**src/rtl/mem_access_unit_if.sv**
```systemverilog
// Bus between the MEM-stage access unit and the data memory: a single-beat
// request/acknowledge cycle with byte-lane enables.
interface mem_access_unit_if;
    logic        cyc;
    logic        we;
    logic [31:0] addr;
    logic [3:0]  sel;
    logic [31:0] wdata;
    logic        ack;
    logic [31:0] rdata;

    modport master (
        output cyc, we, addr, sel, wdata,
        input  ack, rdata
    );

    modport slave (
        input  cyc, we, addr, sel, wdata,
        output ack, rdata
    );
endinterface

```
**src/rtl/mem_access_unit.sv**
```systemverilog
// MEM-stage load/store engine: one handshaked bus cycle per aligned load/store,
// stalling the pipeline until ack or timeout; other ops pass through one register stage.
module mem_access_unit #(
    parameter int unsigned BIG_ENDIAN     = 1,
    parameter int unsigned TIMEOUT_CYCLES = 255
) (
    input  logic              clk,
    input  logic              rst,
    input  logic              valid_i,
    input  logic [7:0]        aluop_i,
    input  logic [31:0]       mem_addr_i,
    input  logic [31:0]       reg2_i,
    input  logic [4:0]        wd_i,
    input  logic              wreg_i,
    input  logic [31:0]       wdata_i,
    mem_access_unit_if.master bus,
    output logic [4:0]        wd_o,
    output logic              wreg_o,
    output logic [31:0]       wdata_o,
    output logic              stall_req_o,
    output logic              misalign_o,
    output logic              bus_err_o
);

    localparam logic [7:0] LB_OP  = 8'b1110_0000;
    localparam logic [7:0] LBU_OP = 8'b1110_0100;
    localparam logic [7:0] LH_OP  = 8'b1110_0001;
    localparam logic [7:0] LHU_OP = 8'b1110_0101;
    localparam logic [7:0] LW_OP  = 8'b1110_0011;
    localparam logic [7:0] SB_OP  = 8'b1110_1000;
    localparam logic [7:0] SH_OP  = 8'b1110_1001;
    localparam logic [7:0] SW_OP  = 8'b1110_1011;

    localparam logic       BE      = (BIG_ENDIAN != 0);
    localparam logic [7:0] TO_LAST = 8'(TIMEOUT_CYCLES - 1);

    typedef enum logic [1:0] {S_IDLE, S_BUS, S_DONE} state_e;
    typedef enum logic [1:0] {SZ_BYTE, SZ_HALF, SZ_WORD} size_e;

    state_e      state, state_nx;
    size_e       size, size_q;
    logic        is_mem, is_store, is_signed, signed_q;
    logic        misaligned, accept, timed_out;
    logic [3:0]  sel;
    logic [31:0] store_data, load_data;
    logic [1:0]  lo_q;
    logic [4:0]  wd_q;
    logic        wreg_q;
    logic [7:0]  cnt;
    logic [31:0] addr_q, wdata_q;
    logic [3:0]  sel_q;
    logic        we_q;
    logic [1:0]  byte_lane;
    logic        half_lane;
    logic [7:0]  rd_byte;
    logic [15:0] rd_half;

    // NOTE: every variable written in an always_comb gets a default first, so
    // no path through the case leaves it unassigned and no latch is inferred.
    always_comb begin
        is_mem    = 1'b1;
        is_store  = 1'b0;
        is_signed = 1'b0;
        size      = SZ_WORD;
        case (aluop_i)
            LB_OP:   begin size = SZ_BYTE; is_signed = 1'b1; end
            LBU_OP:  size = SZ_BYTE;
            LH_OP:   begin size = SZ_HALF; is_signed = 1'b1; end
            LHU_OP:  size = SZ_HALF;
            LW_OP:   size = SZ_WORD;
            SB_OP:   begin size = SZ_BYTE; is_store = 1'b1; end
            SH_OP:   begin size = SZ_HALF; is_store = 1'b1; end
            SW_OP:   begin size = SZ_WORD; is_store = 1'b1; end
            default: is_mem = 1'b0;
        endcase
    end

    assign misaligned = is_mem && (((size == SZ_HALF) && mem_addr_i[0]) ||
                                   ((size == SZ_WORD) && (mem_addr_i[1:0] != 2'b00)));
    assign accept     = (state == S_IDLE) && valid_i && is_mem && !misaligned;
    assign timed_out  = (state == S_BUS) && !bus.ack && (cnt == TO_LAST);

    // Big-endian puts address offset 0 in the most significant lane.
    always_comb begin
        sel        = 4'b1111;
        store_data = reg2_i;
        case (size)
            SZ_BYTE: begin
                sel        = BE ? (4'b1000 >> mem_addr_i[1:0]) : (4'b0001 << mem_addr_i[1:0]);
                store_data = {4{reg2_i[7:0]}};
            end
            SZ_HALF: begin
                sel        = (mem_addr_i[1] ^ BE) ? 4'b1100 : 4'b0011;
                store_data = {2{reg2_i[15:0]}};
            end
            default: ;
        endcase
    end

    assign byte_lane = lo_q ^ {2{BE}};
    assign half_lane = lo_q[1] ^ BE;
    assign rd_byte   = bus.rdata[{byte_lane, 3'b000} +: 8];
    assign rd_half   = bus.rdata[{half_lane, 4'b0000} +: 16];

    always_comb begin
        load_data = bus.rdata;
        case (size_q)
            SZ_BYTE: load_data = signed_q ? {{24{rd_byte[7]}}, rd_byte} : {24'b0, rd_byte};
            SZ_HALF: load_data = signed_q ? {{16{rd_half[15]}}, rd_half} : {16'b0, rd_half};
            default: ;
        endcase
    end

    // NOTE: sequential state uses non-blocking assignments so every register
    // samples the pre-edge values regardless of statement order.
    always_ff @(posedge clk) begin
        if (rst) state <= S_IDLE;
        else     state <= state_nx;
    end

    always_comb begin
        state_nx    = state;
        stall_req_o = 1'b0;
        bus.cyc     = 1'b0;
        case (state)
            S_IDLE: begin
                stall_req_o = accept;
                if (accept) state_nx = S_BUS;
            end
            S_BUS: begin
                bus.cyc     = 1'b1;
                stall_req_o = 1'b1;
                if (bus.ack)        state_nx = S_DONE;
                else if (timed_out) state_nx = S_IDLE;
            end
            S_DONE:  state_nx = S_IDLE;
            default: state_nx = S_IDLE;
        endcase
    end

    always_ff @(posedge clk) begin
        if (rst) begin
            addr_q     <= '0;
            sel_q      <= '0;
            we_q       <= 1'b0;
            wdata_q    <= '0;
            lo_q       <= '0;
            size_q     <= SZ_WORD;
            signed_q   <= 1'b0;
            wd_q       <= '0;
            wreg_q     <= 1'b0;
            cnt        <= '0;
            wd_o       <= '0;
            wreg_o     <= 1'b0;
            wdata_o    <= '0;
            misalign_o <= 1'b0;
            bus_err_o  <= 1'b0;
        end else begin
            misalign_o <= 1'b0;
            bus_err_o  <= 1'b0;
            case (state)
                S_IDLE: begin
                    cnt <= '0;
                    if (accept) begin
                        addr_q   <= {mem_addr_i[31:2], 2'b00};
                        sel_q    <= sel;
                        we_q     <= is_store;
                        wdata_q  <= store_data;
                        lo_q     <= mem_addr_i[1:0];
                        size_q   <= size;
                        signed_q <= is_signed;
                        wd_q     <= wd_i;
                        wreg_q   <= wreg_i;
                        wreg_o   <= 1'b0;
                    end else if (is_mem) begin
                        // Reaching here with valid_i high means the access was misaligned.
                        misalign_o <= valid_i;
                        wreg_o     <= 1'b0;
                    end else begin
                        wd_o    <= wd_i;
                        wreg_o  <= wreg_i & valid_i;
                        wdata_o <= wdata_i;
                    end
                end
                S_BUS: begin
                    if (bus.ack) begin
                        if (!we_q) wdata_o <= load_data;
                        wd_o   <= wd_q;
                        wreg_o <= wreg_q & ~we_q;
                    end else if (timed_out) begin
                        bus_err_o <= 1'b1;
                        wreg_o    <= 1'b0;
                        cnt       <= '0;
                    end else begin
                        cnt <= cnt + 8'd1;
                    end
                end
                default: wreg_o <= 1'b0;
            endcase
        end
    end

    assign bus.addr  = addr_q;
    assign bus.sel   = sel_q;
    assign bus.we    = we_q;
    assign bus.wdata = wdata_q;

endmodule

```
**src/flat_wrapper.sv**
```systemverilog
// flat-port wrapper written by rule: the top's interface ports become plain ports
module mem_access_unit_flat 
#(
    parameter int unsigned BIG_ENDIAN     = 1,
    parameter int unsigned TIMEOUT_CYCLES = 255
)
  (clk, rst, valid_i, aluop_i, mem_addr_i, reg2_i, wd_i, wreg_i, wdata_i, wd_o, wreg_o, wdata_o, stall_req_o, misalign_o, bus_err_o, bus_cyc, bus_we, bus_addr, bus_sel, bus_wdata, bus_ack, bus_rdata);
  mem_access_unit_if bus_i ();
  input  logic clk;
  input  logic rst;
  input  logic valid_i;
  input  logic [7:0] aluop_i;
  input  logic [31:0] mem_addr_i;
  input  logic [31:0] reg2_i;
  input  logic [4:0] wd_i;
  input  logic wreg_i;
  input  logic [31:0] wdata_i;
  output logic [4:0] wd_o;
  output logic wreg_o;
  output logic [31:0] wdata_o;
  output logic stall_req_o;
  output logic misalign_o;
  output logic bus_err_o;
  output wire logic [$bits(bus_i.cyc)-1:0] bus_cyc;
  output wire logic [$bits(bus_i.we)-1:0] bus_we;
  output wire logic [$bits(bus_i.addr)-1:0] bus_addr;
  output wire logic [$bits(bus_i.sel)-1:0] bus_sel;
  output wire logic [$bits(bus_i.wdata)-1:0] bus_wdata;
  input wire logic [$bits(bus_i.ack)-1:0] bus_ack;
  input wire logic [$bits(bus_i.rdata)-1:0] bus_rdata;
  assign bus_cyc = bus_i.cyc;
  assign bus_we = bus_i.we;
  assign bus_addr = bus_i.addr;
  assign bus_sel = bus_i.sel;
  assign bus_wdata = bus_i.wdata;
  assign bus_i.ack = bus_ack;
  assign bus_i.rdata = bus_rdata;
  mem_access_unit #(.BIG_ENDIAN(BIG_ENDIAN), .TIMEOUT_CYCLES(TIMEOUT_CYCLES)) u_core (.clk(clk), .rst(rst), .valid_i(valid_i), .aluop_i(aluop_i), .mem_addr_i(mem_addr_i), .reg2_i(reg2_i), .wd_i(wd_i), .wreg_i(wreg_i), .wdata_i(wdata_i), .bus(bus_i), .wd_o(wd_o), .wreg_o(wreg_o), .wdata_o(wdata_o), .stall_req_o(stall_req_o), .misalign_o(misalign_o), .bus_err_o(bus_err_o));
endmodule
```
**config.mk**
```make
export PLATFORM = sky130hd
export DESIGN_NAME = mem_access_unit_flat
export DESIGN_NICKNAME = d
export VERILOG_FILES = /design/src/rtl/mem_access_unit_if.sv /design/src/rtl/mem_access_unit.sv /design/src/flat_wrapper.sv
export SDC_FILE = /design/constraint.sdc
export NUM_CORES = 1
export LEC_CHECK = 0
export CAP_MARGIN = 25
export CORE_MARGIN = 1
export CORE_UTILIZATION = 48
export DETAILED_ROUTE_END_ITERATION = 8
export PLACE_DENSITY_LB_ADDON = 0.15
export SLEW_MARGIN = 20
export SYNTH_ARGS = -nofsm -noshare
export SYNTH_HDL_FRONTEND = slang
export SYNTH_SLANG_ARGS = --single-unit
export TNS_END_PERCENT = 100
```
**constraint.sdc**
```tcl
create_clock -name clk -period 5 [get_ports clk]
set_input_delay 1.5 -clock clk [delete_from_list [all_inputs] [get_ports clk]]
set_output_delay 1.5 -clock clk [all_outputs]
set_load 0.03 [all_outputs]
```
Word-level counts from Yosys, hierarchy flattened
Index checks and enable logic that the tools add are counted.
{"block": "classes", "n_eq_ne": 20, "n_bitwise": 8, "n_mux": 34, "reduce_logical": 28, "shifts": 3, "addsub": 1}
{"operator": "$mux 32", "count": 6}
{"operator": "$pmux 32 s2", "count": 3}
{"operator": "$eq 8x8->1 const B", "count": 9}
{"operator": "$shiftx 32x6->16", "count": 1}
{"operator": "$shiftx 32x6->8", "count": 1}
{"operator": "$mux 8", "count": 2}
{"operator": "$pmux 8 s2", "count": 1}
{"operator": "$mux 5", "count": 3}
{"operator": "$reduce_or 3->1", "count": 4}
{"operator": "$ne 2x2->1 const B", "count": 5}
{"operator": "$pmux 5 s2", "count": 1}
{"operator": "$mux 1", "count": 9}
{"operator": "$add 8x1->8 const B", "count": 1}
{"operator": "$logic_and 1x1->1", "count": 8}
{"operator": "$pmux 2 s2", "count": 2}
{"operator": "$pmux 4 s2", "count": 1}
{"operator": "$reduce_or 8->1", "count": 1}
{"operator": "$eq 2x1->1 const B", "count": 3}
{"operator": "$logic_not 2->1", "count": 3}
{"operator": "$mux 2", "count": 3}
{"operator": "$reduce_and 2->1", "count": 3}
{"operator": "$not 1->1", "count": 5}
{"operator": "$reduce_and 5->1", "count": 1}
{"operator": "$mux 4", "count": 1}
{"operator": "other kinds (13)", "count": 17}
{"block": "totals", "word_cells": 110, "input_bits": 146, "ff_bits": 128, "output_inout_bits": 111}

Depth between registers and ports, before layout
{"block": "depth", "ltp_word": 11, "ltp_mapped": 8, "depth_no_buf": 6}

Least setup slack after synthesis
OpenSTA, ideal clock, no wires.
{"block": "synth_path", "path_type": "input -> output", "start": "input port aluop_i[0]", "end": "output port stall_req_o", "required_time_ns": 3.500, "t_arrival_ns": 2.700, "n_path_buf": 3, "path_slack_ns": 0.800, "path_stages": 7, "path_cell_list": "buf_2 > nand2b_1 > and4_1 > buf_2 > nand3_2 > buf_2 > nand2_1"}
{"block": "synth_between", "elab_chain_cells": 10, "word_cells_on_any_way": 23, "classes_between": "eq/ne (10); mux (3); reduce/logical (10)"}
{"element": "start: declaration", "line": "flat_wrapper.sv:12", "rtl": "input logic [7:0] aluop_i;"}
{"element": "$eq 8x8->1", "line": "mem_access_unit.sv:65", "rtl": "case (aluop_i)"}
{"element": "$reduce_or 3->1 (no line)"}
{"element": "$pmux 2 s2", "line": "mem_access_unit.sv:65"}
{"element": "$eq 2x1->1 or $eq 2x2->1 (tied branches)", "line": "mem_access_unit.sv:78, mem_access_unit.sv:79"}
{"element": "$logic_and 1x1->1, on equally long branches", "line": "mem_access_unit.sv:78, mem_access_unit.sv:79"}
{"element": "$logic_or 1x1->1", "line": "mem_access_unit.sv:78", "rtl": "assign misaligned = is_mem && (((size == SZ_HALF) && mem_addr_i[0]) ||"}
{"element": "$logic_and 1x1->1", "line": "mem_access_unit.sv:78"}
{"element": "$logic_not 1->1", "line": "mem_access_unit.sv:80", "rtl": "assign accept = (state == S_IDLE) && valid_i && is_mem && !misaligned;"}
{"element": "$logic_and 1x1->1 (*)", "line": "mem_access_unit.sv:80"}
{"element": "$pmux 1 s2 (*)", "line": "mem_access_unit.sv:125", "rtl": "case (state)"}
{"element": "end: declaration", "line": "flat_wrapper.sv:21", "rtl": "output logic stall_req_o;"}
Every way passes the cells marked *; elsewhere a longest branch is shown, timed or not.

Worst setup path after layout
{"block": "layout_path", "start": "input port valid_i", "end": "output port stall_req_o"}
{"block": "layout_between", "elab_chain_cells": 4}
{"element": "start: declaration", "line": "flat_wrapper.sv:11", "rtl": "input logic valid_i;"}
{"element": "$logic_and 1x1->1 (3 in series)", "line": "mem_access_unit.sv:80"}
{"element": "$pmux 1 s2", "line": "mem_access_unit.sv:125"}
Every way passes these cells.

==> impl_results.md <==
* Number of antenna diodes at 0
* Crit path time final at 4.55 ns
* Initial Util at 0.492
* Overflow after GRT at 0
* Post-synth ARST share at 0
* Maxcap violations at 0
* Syn avg cell area at between 8 and 9 um2
* Final wirelength at between 20000 and 25000 um
* Final nets at 1138
* Top cell type's share of synthesized area at 0.373
* Clk sink count at 128
* Num CTS Buffers at 17
* Worst-Margin Slew at 0.920 ns
* Die width at 122 um
* Routed WL per cell at 19.8 um
* Final Hold Vio Count at 0
* CP arrival at 3.05 ns
* DP HPWL at 15600 um
* Crit Path Max Fanout at 2
* Hold_buf cts at 0
* First-pass DRT Iterations at 5
* Worst path cell trace: clkdlybuf4s50_1 -> nor3b_1 -> and4_2 -> nand3_2 -> nand2_1 -> buf_4
* Max VDD drop at ~0.00024 V
* Placed cells at between 1000 and 1500
* Synth unique cells at 72
* Drt via density at roughly 6.3
* Main synth FF type: dfxtp_1
* First-pass GRT wire length at 37100 um
* Post-route setup TNS at 0 ns
* Sequential fraction of the synthesis area at 0.373
* Non-Filler Instances at 1183
* Switching Share at 0.254
* Most common cell after layout, fill and taps aside: clkdlybuf4s50_1
* DP Area at 9350 um2
* FMAX at 220 MHz
* Crit path max-delay family: simple AND/OR/NAND/NOR gates
* Via Count at 7475
* Slew Limit Fails at 0
* Clk_lat worst skew at 0.43 ns
* Largest net degree at the start of global routing at 67
* Synth Instances at 793
* Fin crit share at 0.910
* Finish-stage setup viols at 0
* Die area at 14800 um2
* Synth area leaders: dfxtp_1, o31ai_1, nand4_1, a21oi_1, mux2i_1
* Number of global-route vias before repair at 7233
* Row cnt at 43
* P_sw at 0.700 mW
* Crit path buf inv count at 2
* Total GRT Usage at 0.319
* ANT nets after route at 0
* Most frequent cells in the layout: clkdlybuf4s50_1, dfxtp_1, a21oi_1
* Clock skew at 0.00917 ns
* Iter 0 DRT Violations at 719
* CP Launch Type: input pin
* Seq pwr share at 0.382
* CTS tree: built
* Dominant cell type by area after synthesis: dfxtp_1
* P_int at 2.05 mW
* Root Driver: clkbuf_16
* Clock buffer depth at 2
* Post-cts sizing count at 0
* Share of layout cells above drive strength 1 at 0.0887
* Die H at 122 um
* CP max-delay cell: clkdlybuf4s50_1
* I/O Buffers at 254
* Final std cell area, no fill at about 10000 um2
* Core Util, Final at 0.716
* Post-synthesis register bit count at 128
* Total power at around 2.8 mW
* Clk pwr share at 0.485
* Outcome: complete, no violations
* Io pins at 257
* DRC at 0
* # Post-CTS Setup Buffers at 0
* EDFF count, synth at 0
* Initial antenna violation count at 0
* Logic pwr share at 0.133
* Synth Cell Area at 6860 um2
* Relative slew slack at 0.386
* Static Leak at 3.37 nW
* Core Box Area at about 14000 um2
* Clk pin slew, worst setup/hold paths at 0.06 ns
* CP max stage delay at 0.53 ns
* Tightest Hold Check Type: flop to flop
* Pwr/cell area at 276 nW/um2
* YS warnings at 0
* Setup Crit Path Kind: input pin to output pin
* Fillers at 1145
* Unrepaired setup endpoints after global routing: false
* Required time of the critical path at 3.50 ns
* Routability congestion estimate at around 0.85
* H-tree depth at 4
* Layout area overhead at 45.4%
* Worst Setup End Kind: output pin
-- metrics by stage --
stage               worst slack [ns]  hold slack [ns]
CTS                            0.435            0.461
global route                   0.352            0.483
finish                         0.449            0.459
detailed placement             0.439            0.453
floorplan                      0.800            0.442
global placement               0.450            0.443
-- per-layer routing --
metal  track usage  wire length, um
met5             0                0
met2         0.494            10800
met1         0.400             9720
met4         0.154              858
met3         0.103             1980
-- power by group through the flow --
stage | clock (mW) | sequential, mW | combinational, mW
2_1_floorplan | 0 | 1.11 | 0.127
3_3_place_gp | 0 | 1.07 | 0.360
3_5_place_dp | 0 | 1.07 | 0.361
4_1_cts | 1.35 | 1.05 | 0.363
5_1_grt | 1.40 | 1.05 | 0.388
6_report | 1.34 | 1.05 | 0.366
-- cell usage after synthesis (4+ instances only) --
cell / instances
dfxtp_1: 128
a21oi_1: 77
o31ai_1: 71
nand4_1: 64
clkbuf_1: 47
nand2_1: 44
buf_2: 34
o21ai_0: 30
mux2i_1: 25
a311oi_1: 22
a221oi_1: 21
nand3_1: 19
a31oi_1: 18
inv_1: 17
buf_4: 13
nor2_1: 10
nor3_1: 10
a311oi_2: 8
nand2b_1: 8
nor2b_1: 8
o211ai_1: 8
o22ai_1: 7
a2111oi_0: 5
a21boi_0: 5
nor4_1: 5
o32ai_1: 5
buf_6: 4
nor3b_1: 4
-- worst reg2reg max path, stage by stage (launching register included) --
cell     delay [ns]
dfxtp_1        0.92
or3_1          0.34
o22ai_1        0.15
a32oi_1        0.60
a21oi_1        0.14
-- final cells by class --
class                      count  area, um2  share of cell area
clock buffer                  17        425              0.0426
sequential                   128       2560               0.257
timing repair buffer         278       2720               0.272
clock inverter                15        205              0.0206
inverter                      17       63.8             0.00639
tap                          180        225              0.0226
multi-input combinational    548       3780               0.379
-- registers in the layout (all words and copies together), names as in the netlist, 2 cells and up --
register	count
u_core.bus.addr	30
u_core.bus.sel	4
u_core.bus.wdata	32
u_core.cnt	8
u_core.lo_q	2
u_core.size_q	2
u_core.state	2
u_core.wd_o	5
u_core.wd_q	5
u_core.wdata_o	32
-- path summary, 6_finish.rpt --
| path | from | endpoint | slack [ns] | cells after the start |
|---|---|---|---|---|
| worst min-delay path | u_core.bus.wdata[30] | u_core.bus.wdata[30] | 0.46 | 2 |
| worst max-delay path | valid_i | stall_req_o | 0.45 | 6 |
| worst min register to register | u_core.bus.wdata[30] | u_core.bus.wdata[30] | 0.46 | 2 |
| worst max register to register | u_core.size_q[1] | u_core.wdata_o[13] | 2.69 | 4 |
-- cell families after synthesis --
| logic type | Yosys count | share of synthesized area |
|---|---|---|
| flip-flops | 128 | 0.373 |
| other | 1 | 0.000547 |
| AND/OR/NAND/NOR | 196 | 0.163 |
| buffers and inverters | 118 | 0.0822 |
| AO/OA/AOI/OAI | 323 | 0.341 |
| adder cells (fa/ha/maj) | 2 | 0.00365 |
| multiplexers | 25 | 0.0365 |
Note: power is estimated with default switching activity, not from simulation.
==> patch 1 (same settings) <==
Make the reset (`rst`) asynchronous in 2 clocked blocks.
--- a/src/rtl/mem_access_unit.sv
+++ b/src/rtl/mem_access_unit.sv
@@ -113,7 +113,7 @@
 
     // NOTE: sequential state uses non-blocking assignments so every register
     // samples the pre-edge values regardless of statement order.
-    always_ff @(posedge clk) begin
+    always_ff @(posedge clk or posedge rst) begin
         if (rst) state <= S_IDLE;
         else     state <= state_nx;
     end
@@ -138,7 +138,7 @@
         endcase
     end
 
-    always_ff @(posedge clk) begin
+    always_ff @(posedge clk or posedge rst) begin
         if (rst) begin
             addr_q     <= '0;
             sel_q      <= '0;
Check against the original RTL: differs if rst is asserted again (counterexample within 4 cycles, from zero or initial values and one cycle with rst high); with rst held inactive, the same outputs for 4 cycles.
==> patch 1 against the original RTL <==
- routed wire length fell by 15%
- clock power is 11% lower
- final area shrank 5.2%
- total power up 9.4%
- clock skew shrank 2.4 ps
- largest power group is now registers
- area after synthesis shrank 9.2%
- sequential cell count unchanged
- fmax shrank 2.6%
- worst setup slack got worse by 120 ps
==> patch 1: results (changes against the original RTL) <==
| Metric | Value |
|---|---|
| Nets | 1096 (-3.7%) |
| Pin count of the biggest net entering global routing | 82 (+22%) |
| FILL cells | 967 (-16%) |
| Vias in the first global route | 6125 (-15%) |
| Detailed Route WL | 19900 um (-15%) |
| First-pass GRT wire length | 30900 um (-17%) |
| Pre-CTS setup slack | 344 ps (-95.1 ps) |
| CP arrival | 3170 ps (+120 ps) |
| Run status | completed |
| Vias per Instance | 5.38 (-15%) |
| Clock Skews | 6.77 ps (-2.40 ps) |
| Synth top area cells | dfrtp_1, nand2_1, nor2_1 |
| Post-DP Area | 0.00889 mm^2 (-4.9%) |
| GRT Resource Usage Total | 30.4% (-1.5 points) |
| Clock Latency Late Sink | 410 ps (-20 ps) |
| Layout cells sized above 1 | 6.37% (-2.5 points) |
| Post-synth top cells | nand2_1, dfrtp_1, nor2_1, a21oi_1 |
| CP max FO | 7 (+5) |
| Fraction of registers with async set/reset | 100% (+100 points) |
| Max VDD drop | 0.000232 V (-3.8%) |
| Initial DRC count | 386 (-46%) |
| Measured slew at the worst slew-check pin | 947 ps (+27.1 ps) |
| Sw frac | 27.4% (+2.0 points) |
| Yosys cell types | 44 (-39%) |
| Hpwl dp | 14200 um (-9.1%) |
[patch 1: cell count changes in the layout (fill, tap and decap cells not counted), moves of 11 or more]
cell       delta
buf_4        -13
a21oi_1      -43
dfxtp_1     -128
a311oi_1     -22
dfrtp_1     +127
o31ai_1      -70
nand2_1     +170
nor2_1       +68
a221oi_1     -17
and3_1       +20
nand4_1      -60
a2111oi_0    +11
[patch 1: cell type report]
cell class / instances / area share, %
clock buffer: 24 / 5.51
sequential: 128 / 33.9
inverter: 14 / 0.582
multi-input combinational: 520 / 29.2
tap: 172 / 2.27
timing repair buffer: 267 / 28.0
clock inverter: 5 / 0.555
[patch 1: power groups by stage]
stage	Clock (mW)	Sequential (mW)	Combinational, mW
after floorplan	0	1.33	0.163
after global placement	0	1.20	0.621
after detailed placement	0	1.20	0.632
after CTS	1.21	1.19	0.636
after global routing	1.26	1.20	0.673
final	1.19	1.19	0.632
[patch 1: kinds of logic (layout without fill, tap and decap cells)]
group                      count (synthesis)  count (layout)  synth area share [%]
AOI/OAI and AO/OA                        131             131                  14.0
DFF                                      128             128                  51.4
xor gates and xnor gates                   7               7                 0.984
muxes                                     27              27                  5.28
adders and majority gates                  2               2                 0.401
buffers and inverters                     66             310                  4.42
other                                      1               2                0.0602
and+or+nand+nor                          351             351                  23.5
[patch 1: worst paths after layout]
| check | from | to | slack [ps] | cells after the start |
|---|---|---|---|---|
| worst max-delay path | aluop_i[4] | stall_req_o | 330 | 7 |
| min in group asynchronous | rst | u_core.bus.wdata[18] | 1550 | 2 |
| worst max register to register | u_core.state[0] | u_core.bus.sel[1] | 2300 | 6 |
| worst min-delay path | u_core.wd_q[2] | u_core.wd_q[2] | 470 | 2 |
| worst min register to register | u_core.wd_q[2] | u_core.wd_q[2] | 470 | 2 |
| max in group asynchronous | rst | u_core.size_q[1] | 2560 | 3 |
[patch 1: worst reg2reg max path, cell delays in order (launching register included)]
cell      delay (ps)
dfrtp_1          500
nor3b_1          380
nand4_1          220
a221oi_4         250
buf_4            680
nand2_1          270
a22o_1           290
[patch 1: per-stage QoR]
step	util, %	hold slack (ps)	std cells
5_1_grt	75.0	493	1130
4_1_cts	75.0	475	1130
3_5_place_dp	70.4	461	1101
2_1_floorplan	-	445	714
6_report	75.0	475	1130
3_3_place_gp	70.4	458	1101
[patch 1: per-layer routing]
metal | track usage [%] | part of all wire (%) | vias up
li1 | - | - | 2881
met1 | 34.1 | 38 | 2925
met2 | 52.3 | 51 | 240
met3 | 10.8 | 9.3 | 29
met4 | 13.4 | 2.0 | 0
met5 | 0 | 0 | -
==> patch 2 (same settings) <==
Without the edit above. `TIMEOUT_CYCLES` is set to 255 in 2 places; all go to 191.
--- a/src/rtl/mem_access_unit.sv
+++ b/src/rtl/mem_access_unit.sv
@@ -2,7 +2,7 @@
 // stalling the pipeline until ack or timeout; other ops pass through one register stage.
 module mem_access_unit #(
     parameter int unsigned BIG_ENDIAN     = 1,
-    parameter int unsigned TIMEOUT_CYCLES = 255
+    parameter int unsigned TIMEOUT_CYCLES = 191
 ) (
     input  logic              clk,
     input  logic              rst,
--- a/src/flat_wrapper.sv
+++ b/src/flat_wrapper.sv
@@ -2,7 +2,7 @@
 module mem_access_unit_flat 
 #(
     parameter int unsigned BIG_ENDIAN     = 1,
-    parameter int unsigned TIMEOUT_CYCLES = 255
+    parameter int unsigned TIMEOUT_CYCLES = 191
 )
   (clk, rst, valid_i, aluop_i, mem_addr_i, reg2_i, wd_i, wreg_i, wdata_i, wd_o, wreg_o, wdata_o, stall_req_o, misalign_o, bus_err_o, bus_cyc, bus_we, bus_addr, bus_sel, bus_wdata, bus_ack, bus_rdata);
   mem_access_unit_if bus_i ();
Formal check against the unedited RTL: no difference found for any inputs over 4 cycles, from zero or initial values and one cycle with rst high; that may be too few to reach the edited logic, so the function may still have changed.
==> patch 2 against the original RTL <==
- fmax increased by 0.38%
- final area increased by 1.7%
- largest power group unchanged
- register-to-register slack worse by 170 ps
- routed wire length grew 3.0%
- total power grew 1.7%
- worst setup slack gained 17 ps
- area after synthesis rose by 2.6%
- sequential cell count unchanged
- core utilization increased by 0.40 points
==> patch 2: results (changes against the original RTL) <==
| Metric | Value |
|---|---|
| Crit-path max cell delay | 590 ps (+60 ps) |
| Yosys cell types | 76 (+5.6%) |
| Slew Limit Headroom | 30.7% (-7.9 points) |
| Post-synth top cells | dfxtp_1, a21oi_1, nand2_1, nand4_1, o31ai_1 |
| Worst R2R End | u_core.wdata_o[24] |
| GRT Resource Usage Total | 31.3% (-0.67 points) |
| Post-CTS Resized | 0 (unchanged) |
| Seq/Total Area, Yosys | 36.4% (-0.94 points) |
| Adder-cell share of the synthesized area | 0.356% (-0.0091 points) |
| ANT cells | 0 (unchanged) |
| Worst Hold Class | flip-flop to flip-flop |
| Clk buf depth | 2 (unchanged) |
| Clock buffer count from CTS | 17 (unchanged) |
| Mapped Avg Cell Area | 8.37 um^2 (-3.3%) |
| WL per Instance | 19.7 um (-0.65%) |
| Synth top area cells | dfxtp_1, a21oi_1, o31ai_1 |
| Layout cells sized above 1 | 9.36% (+0.49 points) |
| Clock Skews | 8.42 ps (-0.746 ps) |
| Placed insts | 1195 (+3.8%) |
| First drt pass iteration count | 6 (+1) |
| Critical path launch point | aluop_i[1] |
| Post-DP Area | 0.00950 mm^2 (+1.6%) |
| Hpwl dp | 16000 um (+2.4%) |
| Vias in the first global route | 7124 (-1.5%) |
| Pre-CTS setup slack | 494 ps (+54.9 ps) |
| R2R depth | 5 (+1) |
| Max VDD drop | 0.000210 V (-13%) |
| Synth Area in Compound Gates | 33.0% (-1.1 points) |
| Mux share of post-synthesis cell area | 3.56% (-0.091 points) |
| Hold_ws | 464 ps (+5.52 ps) |
| Hold Path End | u_core.bus.wdata[28] |
| Worst Setup EP | stall_req_o |
| FF-to-FF setup slack | 2520 ps (-170 ps) |
| Run status | completed |
| Xor/xnor share of the synthesized area | 0% (unchanged) |
| Setup Buffers After CTS | 0 (unchanged) |
| Setup WS post-layout | 466 ps (+17.2 ps) |
| Initial DRC count | 723 (+0.56%) |
| RePlAce Congestion | 0.933 (+9.3%) |
| Hold_sp | u_core.bus.wdata[28] |
| CP max FO | 10 (+8) |
| Fraction of registers with async set/reset | 0% (unchanged) |
| Crit-path leading delay family | buffers and inverters |
| Vias per Instance | 6.36 (+0.64%) |
| Standby leakage power | 3.48 nW (+3.1%) |
| CP arrival | 3030 ps (-20 ps) |
| Switch Pwr | 0.684 mW (-2.3%) |
| First-pass GRT wire length | 37100 um (about the same) |
| Ys flop type | dfxtp_1 |
| Pin count of the biggest net entering global routing | 68 (+1.5%) |
| Power Clock | 1.38 mW (+3%) |
| Detailed Route WL | 24100 um (+3.0%) |
| Worst r2r src | u_core.size_q[1] |
| Int Power | 2.12 mW (+3.1%) |
## patch 2: changes by cell type after synthesis, sizes merged, moves of 11 or more
cell and change:
nand2 +51, a21oi +20, a211oi +18, a221oi -17
o21ai -16, clkbuf +11
## patch 2: routing by layer
layer  up-vias  part of all wire, %  GRT usage (%)
met5         -                    0              0
met4         0                  2.1           11.4
met3        39                   10           8.81
met2       408                   46           49.1
met1      3713                   41           40.9
li1       3643                    -              -
## patch 2: kinds of logic after synthesis
| group | Yosys count |
|---|---|
| other | 1 |
| buffers and inverters | 118 |
| flip-flops | 128 |
| adder cells (fa/ha/maj) | 2 |
| AO/OA/AOI/OAI | 325 |
| multiplexers | 25 |
| AND/OR/NAND/NOR | 242 |
## patch 2: final cells by class
cell class	instances	area (um^2)
sequential	128	2560
fill	1138	3950
timing repair buffer	278	2720
multi-input combinational	596	3950
clock buffer	19	443
inverter	13	48.8
clock inverter	13	206
tap	180	225
